## src/rtl/rename_stage.sv

```systemverilog
// Register rename stage: speculative RAT, committed CRAT, single-entry output register.
// Optional allocation-stall counter is built when RENAME_PERF_CNT_EN is defined.

package core_pkg;
    localparam int PREGS = 64;
endpackage

module rename_stage #(
    parameter int PHYS_REGS = core_pkg::PREGS,
    parameter int ARCH_REGS = 32
) (
    input  logic                         clk,
    input  logic                         reset,
    input  logic                         in_valid,
    output logic                         in_ready,
    input  logic [4:0]                   in_rs1,
    input  logic [4:0]                   in_rs2,
    input  logic [4:0]                   in_rd,
    input  logic                         in_rd_we,
    output logic                         out_valid,
    input  logic                         out_ready,
    output logic [$clog2(PHYS_REGS)-1:0] out_prs1,
    output logic [$clog2(PHYS_REGS)-1:0] out_prs2,
    output logic [$clog2(PHYS_REGS)-1:0] out_prd,
    output logic [$clog2(PHYS_REGS)-1:0] out_old_prd,
    output logic                         out_rd_we,
    output logic                         alloc_en,
    input  logic [$clog2(PHYS_REGS)-1:0] alloc_phys,
    input  logic                         alloc_valid,
    input  logic                         commit_en,
    input  logic [4:0]                   commit_arch,
    input  logic [$clog2(PHYS_REGS)-1:0] commit_phys,
    input  logic                         flush,
    output logic                         free_en,
    output logic [$clog2(PHYS_REGS)-1:0] free_phys
`ifdef RENAME_PERF_CNT_EN
    ,
    output logic [31:0]                  stall_cycles
`endif
);

    localparam int PW = $clog2(PHYS_REGS);
    localparam logic [4:0] XZR = 5'(ARCH_REGS - 1);

    typedef enum logic {
        IDLE,
        ALLOC
    } state_t;

    state_t        state;
    logic [PW-1:0] rat       [ARCH_REGS];
    logic [PW-1:0] crat      [ARCH_REGS];
    logic [PW-1:0] crat_next [ARCH_REGS];
    logic [4:0]    rd_p1;

    logic accept;
    logic need_dest;
    logic commit_ok;
    logic lost_held;
    logic lost_alloc;

    always_comb begin
        in_ready   = (state == IDLE) && !flush && (!out_valid || out_ready);
        accept     = in_valid && in_ready;
        need_dest  = in_rd_we && (in_rd != XZR);
        commit_ok  = commit_en && (commit_arch != XZR);
        lost_held  = out_valid && out_rd_we;
        lost_alloc = (state == ALLOC) && alloc_valid;
    end

    // The allocate request for a destination goes out in the accept cycle so the
    // free-list answer lands in the single ALLOC cycle that follows.
    always_comb begin
        alloc_en = 1'b0;
        if (!reset && !flush) begin
            if (state == ALLOC)
                alloc_en = !alloc_valid;
            else
                alloc_en = accept && need_dest;
        end
    end

    // Flush restores from the committed map including a same-cycle commit.
    always_comb begin
        crat_next = crat;
        if (commit_ok)
            crat_next[commit_arch] = commit_phys;
    end

    always_ff @(posedge clk) begin
        if (reset) begin
            state       <= IDLE;
            out_valid   <= 1'b0;
            out_prs1    <= '0;
            out_prs2    <= '0;
            out_prd     <= '0;
            out_old_prd <= '0;
            out_rd_we   <= 1'b0;
            free_en     <= 1'b0;
            free_phys   <= '0;
            rd_p1       <= '0;
            for (int i = 0; i < ARCH_REGS; i++) begin
                rat[i]  <= PW'(i);
                crat[i] <= PW'(i);
            end
        end else begin
            free_en <= 1'b0;
            crat    <= crat_next;
            if (commit_ok) begin
                free_en   <= 1'b1;
                free_phys <= crat[commit_arch];
            end

            if (flush) begin
                rat       <= crat_next;
                out_valid <= 1'b0;
                state     <= IDLE;
                if (lost_held) begin
                    free_en   <= 1'b1;
                    free_phys <= out_prd;
                end else if (lost_alloc) begin
                    free_en   <= 1'b1;
                    free_phys <= alloc_phys;
                end
            end else begin
                if (out_valid && out_ready)
                    out_valid <= 1'b0;

                case (state)
                    // p0 -> p1: sources read from the RAT in the accept cycle
                    IDLE: begin
                        if (accept) begin
                            out_prs1 <= rat[in_rs1];
                            out_prs2 <= rat[in_rs2];
                            if (need_dest) begin
                                rd_p1 <= in_rd;
                                state <= ALLOC;
                            end else begin
                                out_prd     <= '0;
                                out_old_prd <= '0;
                                out_rd_we   <= 1'b0;
                                out_valid   <= 1'b1;
                            end
                        end
                    end
                    // p1 -> p2: destination mapped once the free list answers
                    ALLOC: begin
                        if (alloc_valid) begin
                            rat[rd_p1]  <= alloc_phys;
                            out_prd     <= alloc_phys;
                            out_old_prd <= rat[rd_p1];
                            out_rd_we   <= 1'b1;
                            out_valid   <= 1'b1;
                            state       <= IDLE;
                        end
                    end
                    default: state <= IDLE;
                endcase
            end
        end
    end

`ifdef RENAME_PERF_CNT_EN
    function automatic logic [31:0] sat_inc(input logic [31:0] v);
        return (v == '1) ? v : v + 32'd1;
    endfunction

    always_ff @(posedge clk) begin
        if (reset)
            stall_cycles <= '0;
        else if (in_valid && !in_ready)
            stall_cycles <= sat_inc(stall_cycles);
    end
`endif

endmodule

```

## config.mk

```make
export PLATFORM = sky130hd
export DESIGN_NAME = rename_stage
export DESIGN_NICKNAME = d
export VERILOG_FILES = /design/src/rtl/rename_stage.sv
export SDC_FILE = /design/constraint.sdc
export NUM_CORES = 1
export LEC_CHECK = 0
export ABC_CLOCK_PERIOD_IN_PS = 4100
export CAP_MARGIN = 5
export CORE_ASPECT_RATIO = 1.2
export CORE_UTILIZATION = 45
export CTS_BUF_LIST = sky130_fd_sc_hd__clkbuf_4 sky130_fd_sc_hd__clkbuf_8 sky130_fd_sc_hd__clkbuf_16
export CTS_CLUSTER_DIAMETER = 40
export CTS_CLUSTER_SIZE = 14
export DETAILED_ROUTE_END_ITERATION = 7
export PLACE_DENSITY = 0.59
export SYNTH_ARGS = -nofsm -noshare
export SYNTH_HDL_FRONTEND = slang
export SYNTH_SLANG_ARGS = --single-unit
export TNS_END_PERCENT = 5
```

## constraint.sdc

```tcl
create_clock -name clk -period 4.1 [get_ports clk]
set_input_delay 0.615 -clock clk [delete_from_list [all_inputs] [get_ports clk]]
set_output_delay 0.615 -clock clk [all_outputs]
set_load 0.005 [all_outputs]
```

==> results.py <==
metrics = {
    "run_status": {
        "status": "completed",
    },
    "critical_path": {
        "cp-start-kind": "flip-flop",
        "cpMaxStageDelayCell": "nor3_2",
        "slowest_delay_ps": 890,
        "critPathMaxFanout": 15,
        "cp.required_ps": 4570,
        "regToRegSetupSlack_ps": 1180,
        "worst-setup-path-type": "reg2reg",
        "crit_arrival_ps": 3390,
        "critPathCaptureType": "flip-flop",
        "path_cells": "nand4b_1, nor3_2, mux2i_1, o2bb2ai_1",
    },
    "route": {
        "ant_nets": 0,
        "route.vias.total": 20711,
        "routed_via_density": 6.82,
        "drtPass1Iterations": 6,
        "drt-total-wl_mm": 105,
        "drtIter0Drc": 2291,
        "drc": 0,
        "wl_per_cell_um": 34.6,
    },
    "sta": {
        "fin_ws_ps": 1180,
        "final.setup.tns_ps": 0,
        "max_freq_mhz": 342,
        "setup_violations": 0,
        "post-route-period-util": 0.713,
        "hold_ws_ps": 475,
        "rsz0062_at_grt": "false",
        "post-route-min-period_ps": 2920,
        "slew_viol_final": 0,
        "hold_viol": 0,
        "slew_headroom": 0.292,
        "tightestPinTransition_ps": 1060,
        "fin_worst_skew_ps": 48.6,
    },
    "cells_and_area": {
        "syn_to_final_growth_pct": 16.3,
        "drive_above_1_share": 0.161,
        "fin_nets": 2380,
        "diodes": 0,
        "final_common_cell": "mux2i_1",
        "final_cell_mix": "mux2i_1, dfxtp_1, o2bb2ai_1, nand2_1, nand3_1",
        "stdcell_area_sq_um": 26900,
        "fillers": 4603,
    },
    "clocking": {
        "postCtsHoldBufs": 0,
        "cts-resized-gates": 0,
        "h-tree-depth": 3,
        "clock-sinks": 423,
        "post_cts_buffers": 0,
        "tritoncts": "done",
        "cts_buffers": 67,
        "clk_transition_reported_paths_ps": 70,
        "cts_buffer_depth": 3,
        "clock_latency_ps": 630,
        "root_buffer": "clkbuf_16",
    },
    "pwr": {
        "pwr-share-clk": 0.531,
        "p_per_area_nw_per_um2": 428,
        "power_leakage_nw": 9.38,
        "internal_power_mw": 8.36,
        "irDropWorstVdd_uv": 483,
        "switchingPower_mw": 3.15,
        "seq_power_share": 0.375,
        "combPwrFrac": 0.093,
        "switching_share": 0.274,
    },
    "grt": {
        "antenna_found_initial": 0,
        "grt_first_pass_wirelength_mm": 149,
        "grt_pass1_vias": 19592,
        "grtUsageMet1": 0.548,
        "grt_max_degree": 189,
        "grt-busiest-layer": "met2",
        "use_met3": 0.0662,
        "gr-total-overflow": 0,
        "grt_usage": 0.397,
        "grt_util_met2": 0.600,
    },
    "yosys": {
        "synth_cell_type_count": 59,
        "synth_ff_type": "dfxtp_1",
        "synth-seq-area-share": 0.367,
        "synthArstFlopShare": 0,
        "synth_top_cell_area_share": 0.367,
        "syn_inst": 2331,
        "synth-edff-count": 0,
        "yosysTopAreaCell": "dfxtp_1",
        "synth-warning-count": 0,
        "synth.area.top_cells": "dfxtp_1, mux2i_1, mux4_2, o2bb2ai_1, nand2_1",
        "synth_area_sq_um": 23100,
        "avgSynthCellArea_sq_um": 9.91,
        "syn_nets": 2371,
        "synth_seq_cells": 423,
    },
    "floorplanning": {
        "die_h_um": 250,
        "die_area_sq_um": 52200,
        "start_util": 0.458,
        "io_pins": 75,
        "rows": 90,
        "coreArea_sq_um": 50400,
        "die_x_um": 209,
    },
    "placement": {
        "numPortBuffers": 74,
        "place.gp.congestion": 1.09,
        "placed_cell_area_sq_um": 24400,
        "dpl.hpwl_mm": 75.3,
        "dp_slack_ps": 762,
    },
    "run": {
        "cap_viol_max_count": 0,
    },
    "hold_path": {
        "hold_path_class": "in2reg",
    },
}
==> state kept, by name, summed over array words and instances, names as in the netlist <==
name	cells
rat	192
out_valid	1
out_prd	6
free_phys	6
crat	192
out_rd_we	1
rd_p1	5
out_prs2	6
free_en	1
out_old_prd	6
state	1
out_prs1	6
==> cell usage after synthesis, types with 26 or more instances <==
master and number:
mux4_2 87, buf_1 26, nand3b_1 41, nor2_1 84
buf_2 64, o2bb2ai_1 186, o22ai_1 92, a21oi_1 100
dfxtp_1 423, nand2_1 172, clkbuf_1 133, o21ai_0 53
mux2i_1 437, nand3_1 107, nor2b_1 55, a211o_1 37
==> layer usage <==
layer	up-vias	wire length, um
met5	-	0
met4	0	5530
met3	219	10100
met2	1204	46200
met1	10361	43400
li1	8927	-
==> worst max-delay path, delay by kind of cell, from the launching register on <==
family	cells	cell delay (ps)
AOI/OAI and AO/OA	1	80
and+or+nand+nor	2	1580
DFF	1	850
muxes	1	270
==> worst paths after layout <==
| path | cells past startpoint | from | end |
|---|---|---|---|
| setup / recovery | 4 | rd_p1[0]$_SDFFE_PP0P_ | rat[112]$_SDFFE_PP0P_ |
| hold / removal | 2 | flush | rat[62]$_SDFFE_PP1P_ |
| setup reg to reg | 4 | rd_p1[0]$_SDFFE_PP0P_ | rat[112]$_SDFFE_PP0P_ |
| hold reg to reg | 1 | crat[3]$_SDFF_PP1_ | crat[3]$_SDFF_PP1_ |
==> cell type report <==
cell class | count | area, sq um | area share
clock buffers | 81 | 1840 | 0.0684
flip-flops and latches | 423 | 8470 | 0.315
repair buffers | 166 | 1450 | 0.0541
multi-input cells | 1679 | 13700 | 0.510
clock inverters | 43 | 579 | 0.0216
inverters | 3 | 11.3 | 0.000419
well taps | 644 | 806 | 0.0300
==> metrics by stage <==
| stage | power, mW | std cells | utilization |
|---|---|---|---|
| detailed placement | 5.45 | 2915 | 0.485 |
| finish | 11.5 | 3039 | 0.533 |
| global route | 11.8 | 3039 | 0.533 |
| global placement | 5.44 | 2915 | 0.485 |
| CTS | 11.5 | 3039 | 0.533 |
| floorplan | 4.98 | 2331 | - |
==> logic make-up after synthesis <==
group | synth area share
mux | 0.282
compound gates | 0.174
buf+inv | 0.0413
simple gates | 0.137
flops | 0.367
==> power groups by stage <==
stage | logic (mW) | registers (mW) | clock network [mW]
finish | 1.07 | 4.32 | 6.12
global route | 1.10 | 4.32 | 6.34
CTS | 1.05 | 4.31 | 6.15
detailed placement | 1.05 | 4.40 | 0
global placement | 1.05 | 4.39 | 0
floorplan | 0.648 | 4.33 | 0
Power figures use the tool's default switching activity.
